$ cat config.mk
export PLATFORM = sky130hd
export DESIGN_NAME = vape_exec_monitor
export DESIGN_NICKNAME = d
export VERILOG_FILES = /design/src/rtl/vape_exec_monitor_pkg.sv /design/src/rtl/vape_mon_regs.sv /design/src/rtl/vape_exec_monitor.sv
export SDC_FILE = /design/constraint.sdc
export NUM_CORES = 1
export LEC_CHECK = 0
export BUFFER_PORTS_ARGS = -buffer_cell sky130_fd_sc_hd__buf_2
export CORE_MARGIN = 2
export CORE_UTILIZATION = 55
export DETAILED_ROUTE_END_ITERATION = 12
export PLACE_DENSITY = 0.85
export SLEW_MARGIN = 0
export SYNTH_ARGS = -nofsm -noshare
export SYNTH_HDL_FRONTEND = slang
export SYNTH_HIERARCHICAL = 1
export SYNTH_SLANG_ARGS = --single-unit
$ cat constraint.sdc
create_clock -name clk -period 4.11 [get_ports clk]
set_clock_uncertainty 0.1 [all_clocks]
set_input_delay 0.411 -clock clk [delete_from_list [all_inputs] [get_ports clk]]
set_output_delay 0.411 -clock clk [all_outputs]
set_load 0.05 [all_outputs]
$ cat src/rtl/vape_exec_monitor_pkg.sv
// Shared encodings for the VAPE execution monitor: FSM states,
// register offsets and the bit position of each sub-check in CAUSE.
package vape_exec_monitor_pkg;

    typedef enum logic [1:0] {
        ST_IDLE = 2'd0,
        ST_RUN  = 2'd1,
        ST_DONE = 2'd2,
        ST_FAIL = 2'd3
    } mon_state_e;

    localparam logic [1:0] REG_STATUS = 2'd0;
    localparam logic [1:0] REG_CAUSE  = 2'd1;
    localparam logic [1:0] REG_VCOUNT = 2'd2;
    localparam logic [1:0] REG_RUNLEN = 2'd3;

    localparam int CAUSE_IMMUT  = 0;
    localparam int CAUSE_ATOMIC = 1;
    localparam int CAUSE_RESET  = 2;
    localparam int CAUSE_OUTPUT = 3;

    localparam logic [15:0] RUNLEN_MAX = 16'hFFFF;
    localparam logic [7:0]  VCOUNT_MAX = 8'hFF;

endpackage

$ cat src/rtl/vape_mon_regs.sv
// Peripheral slot of the execution monitor: address decode, read mux
// and the STATUS-write clear request (gating by FSM state is done by the caller).
module vape_mon_regs
    import vape_exec_monitor_pkg::*;
#(
    parameter logic [13:0] BASE_ADDR = 14'h00C8
) (
    input  logic [13:0] per_addr,
    input  logic        per_din0,
    input  logic        per_en,
    input  logic [1:0]  per_we,
    input  logic [1:0]  state,
    input  logic        exec,
    input  logic        exec_ok,
    input  logic [3:0]  cause,
    input  logic [7:0]  vcount,
    input  logic [15:0] runlen,
    output logic [15:0] per_dout,
    output logic        clr_req
);

    logic [13:0] offs;
    logic        hit;
    logic [1:0]  reg_sel;

    always_comb begin
        offs     = per_addr - BASE_ADDR;
        hit      = per_en && (offs < 14'd4);
        reg_sel  = offs[1:0];
        per_dout = 16'h0000;
        clr_req  = 1'b0;

        if (hit && (per_we == 2'b00)) begin
            case (reg_sel)
                REG_STATUS: per_dout = {12'b0, exec, exec_ok, state};
                REG_CAUSE:  per_dout = {12'b0, cause};
                REG_VCOUNT: per_dout = {8'b0, vcount};
                REG_RUNLEN: per_dout = runlen;
                default:    per_dout = 16'h0000;
            endcase
        end

        if (hit && (per_we != 2'b00) && (reg_sel == REG_STATUS)) begin
            clr_req = per_din0;
        end
    end

endmodule

$ cat src/rtl/vape_exec_monitor.sv
// Tracks one execution of the region [ER_min, ER_max], latches the first
// failing VAPE sub-check, counts violations and exposes status registers.
module vape_exec_monitor
    import vape_exec_monitor_pkg::*;
#(
    parameter logic [13:0] BASE_ADDR = 14'h00C8
) (
    input  logic        clk,
    input  logic        puc,
    input  logic [15:0] pc,
    input  logic [15:0] ER_min,
    input  logic [15:0] ER_max,
    input  logic        exec,
    input  logic        exec1,
    input  logic        exec2,
    input  logic        exec3,
    input  logic        exec4,
    input  logic [13:0] per_addr,
    input  logic [15:0] per_din,
    input  logic        per_en,
    input  logic [1:0]  per_we,
    output logic [15:0] per_dout,
    output logic        exec_ok
);

    mon_state_e  state_q, state_d;
    logic [15:0] pc_prev_q, pc_prev_d;
    logic [3:0]  cause_q, cause_d;
    logic [7:0]  vcount_q, vcount_d;
    logic [15:0] runlen_q, runlen_d;
    logic        exec_ok_q, exec_ok_d;

    logic        in_er;
    logic        fall;
    logic        entry;
    logic        exit_er;
    logic        clr_req;
    logic        clr;
    logic [3:0]  ok_vec;
    logic        unused_din;

    assign unused_din = ^per_din[15:1];

    always_comb begin
        ok_vec               = 4'h0;
        ok_vec[CAUSE_IMMUT]  = exec1;
        ok_vec[CAUSE_ATOMIC] = exec2;
        ok_vec[CAUSE_RESET]  = exec3;
        ok_vec[CAUSE_OUTPUT] = exec4;

        in_er   = (pc >= ER_min) && (pc <= ER_max);
        fall    = !exec && (state_q != ST_FAIL);
        entry   = exec && (pc == ER_min) && (state_q != ST_RUN);
        exit_er = (state_q == ST_RUN) && (pc_prev_q == ER_max) && !in_er;
        clr     = clr_req && (state_q != ST_RUN);

        state_d = state_q;
        if (fall) begin
            state_d = ST_FAIL;
        end else if (entry) begin
            state_d = ST_RUN;
        end else if (exit_er) begin
            state_d = ST_DONE;
        end

        pc_prev_d = pc;
        exec_ok_d = (state_d == ST_DONE);

        // Only cycles actually spent inside the region are counted, so the
        // exit cycle (pc already outside) does not inflate the run length.
        runlen_d = runlen_q;
        if (entry) begin
            runlen_d = 16'd1;
        end else if ((state_q == ST_RUN) && in_er && !fall && (runlen_q != RUNLEN_MAX)) begin
            runlen_d = runlen_q + 16'd1;
        end

        // A clear in the same cycle as a fall is overridden by the fall,
        // which then behaves as the first event after a clean slate.
        cause_d  = clr ? 4'h0 : cause_q;
        vcount_d = clr ? 8'h00 : vcount_q;
        if (fall) begin
            if (clr || (cause_q == 4'h0)) begin
                cause_d = ~ok_vec;
            end
            if (clr) begin
                vcount_d = 8'd1;
            end else if (vcount_q != VCOUNT_MAX) begin
                vcount_d = vcount_q + 8'd1;
            end
        end
    end

    always_ff @(posedge clk) begin
        if (puc) begin
            state_q   <= ST_IDLE;
            pc_prev_q <= 16'h0000;
            cause_q   <= 4'h0;
            vcount_q  <= 8'h00;
            runlen_q  <= 16'h0000;
            exec_ok_q <= 1'b0;
        end else begin
            state_q   <= state_d;
            pc_prev_q <= pc_prev_d;
            cause_q   <= cause_d;
            vcount_q  <= vcount_d;
            runlen_q  <= runlen_d;
            exec_ok_q <= exec_ok_d;
        end
    end

    assign exec_ok = exec_ok_q;

    vape_mon_regs #(
        .BASE_ADDR (BASE_ADDR)
    ) u_regs (
        .per_addr (per_addr),
        .per_din0 (per_din[0]),
        .per_en   (per_en),
        .per_we   (per_we),
        .state    (state_q),
        .exec     (exec),
        .exec_ok  (exec_ok_q),
        .cause    (cause_q),
        .vcount   (vcount_q),
        .runlen   (runlen_q),
        .per_dout (per_dout),
        .clr_req  (clr_req)
    );

endmodule
* Yosys cells after proc, flatten, opt, wreduce, memory -nomap -nowiden
Cells that the tools add are included.
** Storage, ports and cells
- Flip-flop bits (word level) :: 47
- Bits of input ports :: 88
- Logic and storage cells :: 64
** Cells by class
- Add/subtract/negate cells :: 3
- Order comparisons :: 3
- Eq/ne operators :: 11
- Mux-type cells :: 15
- Bitwise logic cells :: 1
- Reductions and logical operators :: 24
** Operator list (number)
- $pmux W16 S4 :: 1
- $eq A16 B16 Y1 :: 2
- $mux W8 :: 4
- $add A16 B1 Y16 const B :: 1
- $ge A16 B16 Y1 :: 1
- $le A16 B16 Y1 :: 1
- $mux W16 :: 1
- $ne A16 B16 Y1 const B :: 1
- $logic_and A1 B1 Y1 :: 14
- $lt A14 B3 Y1 const B :: 1
- $sub A14 B8 Y14 const B :: 1
- $mux W4 :: 3
- $add A8 B1 Y8 const B :: 1
- $ne A8 B8 Y1 const B :: 1
- $eq A2 B2 Y1 const B :: 3
- $mux W2 :: 3
- $eq A2 B1 Y1 const B :: 2
- $logic_not A2 Y1 :: 2
- $logic_not A4 Y1 :: 1
- $not A4 Y4 :: 1
- $reduce_bool A2 Y1 :: 2
- $logic_not A1 Y1 :: 3
- $mux W1 :: 3
- $ne A2 B1 Y1 const B :: 1
- other kinds (3) :: 3

* Depth between registers and ports, before layout
- Depth after elaboration :: 11
- Mapped depth :: 11
- Gate-level depth less buffers :: 9

* Hierarchy
Netlist, hierarchy kept.
** By module, submodules not included
- vape_exec_monitor :: instances 1, cells each 343, area an instance 2822.7 um2
- vape_mon_regs :: instances 1, cells each 51, area an instance 461.7 um2

* Least setup slack after synthesis
OpenSTA, ideal clock, no wires.
- Path type :: input-to-output
- Start point :: in per_addr[3]
- End point :: out per_dout[4]
- Data arrival time :: 2.199 ns
- Data required time :: 3.599 ns
- Setup slack :: 1.400 ns
- Cell stages on the path :: 5
- Path buffers :: 0
- Cell sequence :: inv_1 > ha_1 > nor4b_2 > nand3_1 > nor3_1
** Between the ends
- Longest elaborated chain between the ends :: 5
** RTL lines
- start, declared :: line vape_exec_monitor.sv:18 : input logic [13:0] per_addr,
- $sub A14 B8 Y14 :: line vape_mon_regs.sv:27 : offs = per_addr - BASE_ADDR;
- $lt A14 B3 Y1 :: line vape_mon_regs.sv:28 : hit = per_en && (offs < 14'd4);
- $logic_and A1 B1 Y1 :: line vape_mon_regs.sv:28
- $logic_and A1 B1 Y1 :: line vape_mon_regs.sv:33 : if (hit && (per_we == 2'b00)) begin
- $mux W16 :: line vape_mon_regs.sv:33
- end, declared :: line vape_exec_monitor.sv:22 : output logic [15:0] per_dout,
Every way passes these cells.

* Final worst setup path
- Start point :: in pc[11]
- End point :: reg runlen_q[14]
** Between the ends
- Longest elaborated chain between the ends :: 5
- Elaborated cells between the ends (all ways) :: 10
- Those cells by class :: 2 x order compare; 1 x eq/ne; 7 x reduce/logical
** RTL lines
- start, declared :: line vape_exec_monitor.sv:10 : input logic [15:0] pc,
- $ge A16 B16 Y1 or $le A16 B16 Y1 (tied branches) :: line vape_exec_monitor.sv:51 : in_er = (pc >= ER_min) && (pc <= ER_max);
- $logic_and A1 B1 Y1 :: line vape_exec_monitor.sv:51
- $logic_and A1 B1 Y1 (3 in a row) :: line vape_exec_monitor.sv:74 : end else if ((state_q == ST_RUN) && in_er && !fall && (runlen_q != RUNLEN_MAX)) begin
- end signal, assigned :: line vape_exec_monitor.sv:107 : runlen_q <= runlen_d;
- end, declared :: line vape_exec_monitor.sv:30 : logic [15:0] runlen_q, runlen_d;
Several ways; a longest one is shown, not always the timed one.
A chain may end at the register's enable or synchronous reset.

==> summary.txt <==
FFs w/ async S/R, synth = 0%
Final Power = 1.03 mW
Die area = 0.00661 sq mm
RSZ-0062 raised after global routing = false
Number of buffers and inverters on the critical path = 1
Worst path top cell family by delay = simple AND/OR/NAND/NOR gates
Total GRT Usage = 24.3%
Drt total wl = 7.65 mm
Fillers = 478
Grt ovf = 0
Hold Crit Depth = 2
Clk sinks = 47
Mean post-synth cell area = 8.34 sq um
Max Clock Freq = 362 MHz
WP data required = 4.24 ns
Post-DP HPWL = 6.22 mm
WHS Endpoint = cause_q[1]
Worst EP arrival = 2.89 ns
Initial antenna violation count = 0
H-tree levels = 2
Fin crit share = 67.2%
Pins Over Slew Limit = 0
Synth Area in Compound Gates = 12.2%
Max Cap Violations = 0
RR Startpoint = runlen_q[2]
Status = finished clean
Setup CP Type = input pin to register
Hold Violations, Final = 0
Post-Syn Instances = 394
Initial Utilization = 56.1%
IO Port Bufs = 89
Via/cell ratio = 5.51
Worst path slowest cell = or4_4
Power density over cell area = 264 mW/mm^2
Worst r2r path cells = 6
Reg-to-Reg End = runlen_q[14]
Biggest area consumer among synthesized cells = dfxtp_1
Routability cong. = 0.862
# IOs = 105
Combinational family with the most area after synthesis = simple AND/OR/NAND/NOR gates
DRC errors left = 0
Largest stage delay, worst path = 0.52 ns
Worst Max-Slew Pin Slew = 0.611 ns
Post-CTS setup buffer count = 0
Layout area overhead = 18.6%
First-pass DRT Iterations = 4
Worst-path clk slew = 0.09 ns
Setup TNS = 0 ns
Peak supply drop = 0.195 mV
R2R setup slack = 1.78 ns
Final setup viols = 0
Hold Path Origin = exec2
Syn Std Cell Area = 0.00328 sq mm
Worst-Skew Late Latency = 0.30 ns
Netlist cell types = 50
Initial drt markers = 166
Post-synthesis mux area share = 4.88%
Synth Register Bits = 47
Area after DPL = 0.00378 sq mm
Hold WC Path Type = input pin to register
Wire length per cell = 13.7 um
Ranking of synthesized cells by area = dfxtp_1 (29%), ha_1 (13%), xor2_1 (5.6%)
Final Cell Area = 0.00389 sq mm
CTS tree = done
EDFF count, synth = 0
Worst setup EP type = register
Ys Warns = 6
Final-stage net count = 605
# diodes = 0
Vias = 3077
Syn nets = 517
Critical path launch point type = input pin
Fraction of layout cells with a size suffix above 1 = 24.8%
Die X-Extent = 81.3 um
Cts repair resizes = 0
Largest net degree at the start of global routing = 25
Simple-Gate Fraction of Synth Area = 29.0%
XOR/XNOR Fraction of Synth Area = 5.87%
Num rows = 28
Worst path cell trace = buf_2 -> ha_1 -> nand4_1 -> nor4_2 -> o31ai_1 -> and3_2 -> or4_4 -> or3_1 -> a21oi_1
Clock Tree Buf Depth = 2
CTS Hold Bufs = 0
Cts bufs inserted = 5
Post-Synth Adder-Cell Area = 13.3%
Std-Cell Core Area = 0.00585 sq mm
Minimum clock period = 2.76 ns
Share of the yosys chip area belonging to registers = 28.6%
Die height = 81.3 um
Static leakage = 1.78 nW
Final ANT Viol Nets = 0
Max-slew headroom = 59.1%
Top FF cell, synth = dfxtp_1
Vias in the first global route = 2866
CTS root buf = clkbuf_8
Share of the synthesized area in the top cell type = 28.6%
First-pass GRT wire length = 12.6 mm
CP max FO = 3
## where the power goes
group | internal [mW] | total [mW] | switching [mW]
logic | 0.0878 | 0.186 | 0.0984
registers | 0.472 | 0.484 | 0.0119
clock network | 0.197 | 0.356 | 0.159
total | 0.757 | 1.03 | 0.269
## worst reg2reg max path, stage by stage, from the launching register on
cell and delay [ns]:
dfxtp_1 0.45, nand4_1 0.21, nor4_1 0.43, nand2_1 0.13
or4_4 0.44, or3_1 0.33, a21oi_1 0.16
## cell type report
cell class              instances  area (sq um)  share of cell area [%]
multi-input cells             299          2140                    55.0
flip-flops and latches         47           941                    24.2
repair buffers                 90           453                    11.6
inverters                      39           146                    3.76
well taps                      75          93.8                    2.41
clock buffers                   6          82.6                    2.12
clock inverters                 2          35.0                   0.900
## sequential cells by signal (all words and copies together), names as in the netlist
register,flops
pc_prev_q,16
runlen_q,16
vcount_q,8
cause_q,4
state_q,2
exec_ok,1
## logic make-up after synthesis
| group | after synthesis |
|---|---|
| adder cells (fa/ha/maj) | 35 |
| flip-flops | 47 |
| AND/OR/NAND/NOR | 164 |
| XOR/XNOR | 22 |
| AO/OA/AOI/OAI | 67 |
| multiplexers | 11 |
| buffers and inverters | 48 |
## synthesized netlist by cell type, types with 4 or more instances
cell type and n:
a21oi_1 26, clkbuf_1 4, dfxtp_1 47, ha_1 35
inv_1 39, mux2i_1 7, mux4_2 4, nand2_1 44
nand2b_1 4, nand3_1 12, nand4_1 13, nor2_1 19
nor2b_1 17, nor3_1 10, nor3_2 8, nor4_1 5
o21ai_0 17, o31ai_1 7, or3_1 5, or4_1 8
xor2_1 21
## stage by stage
stage | utilization, % | cells | hold WS (ns) | setup WS (ns)
2_1_floorplan | - | 394 | 0.334 | 1.40
4_1_cts | 66.6 | 558 | 0.194 | 1.39
3_5_place_dp | 64.5 | 550 | 0.377 | 1.09
6_report | 66.6 | 558 | 0.189 | 1.35
5_1_grt | 66.6 | 558 | 0.207 | 1.23
3_3_place_gp | 64.5 | 550 | 0.374 | 1.18
## metal layers
layer  up-vias  part of all wire [%]  global-route usage (%)
met5         -                     0                       0
met4         0                   1.2                    6.61
li1       1574                     -                       -
met1      1402                    44                    31.9
met2        91                    49                    41.2
met3        10                   5.0                    4.00
## how the worst max path moves through the flow
stage                startpoint      endpoint  depth (start not counted)
finish                   pc[11]  runlen_q[14]                          9
global route             pc[13]  runlen_q[14]                          9
CTS                      pc[11]  runlen_q[14]                          9
detailed placement       pc[11]  runlen_q[14]                          9
global placement      ER_max[7]  runlen_q[14]                         10
floorplan           per_addr[3]   per_dout[4]                          5
## layout by cell type (no fill, tap or decap), types with 6 or more instances in the layout
master    instances
buf_2            89
dfxtp_1          47
nand2_1          44
inv_1            39
ha_1             35
a21oi_1          26
xor2_1           21
nor2_1           19
o21ai_0          17
nor2b_1          17
nand4_1          13
nand3_1          12
nor3_1           10
or4_1             8
nor3_2            8
o31ai_1           7
mux2i_1           7
clkbuf_8          6
No activity file was read; power rests on OpenSTA's default activity.
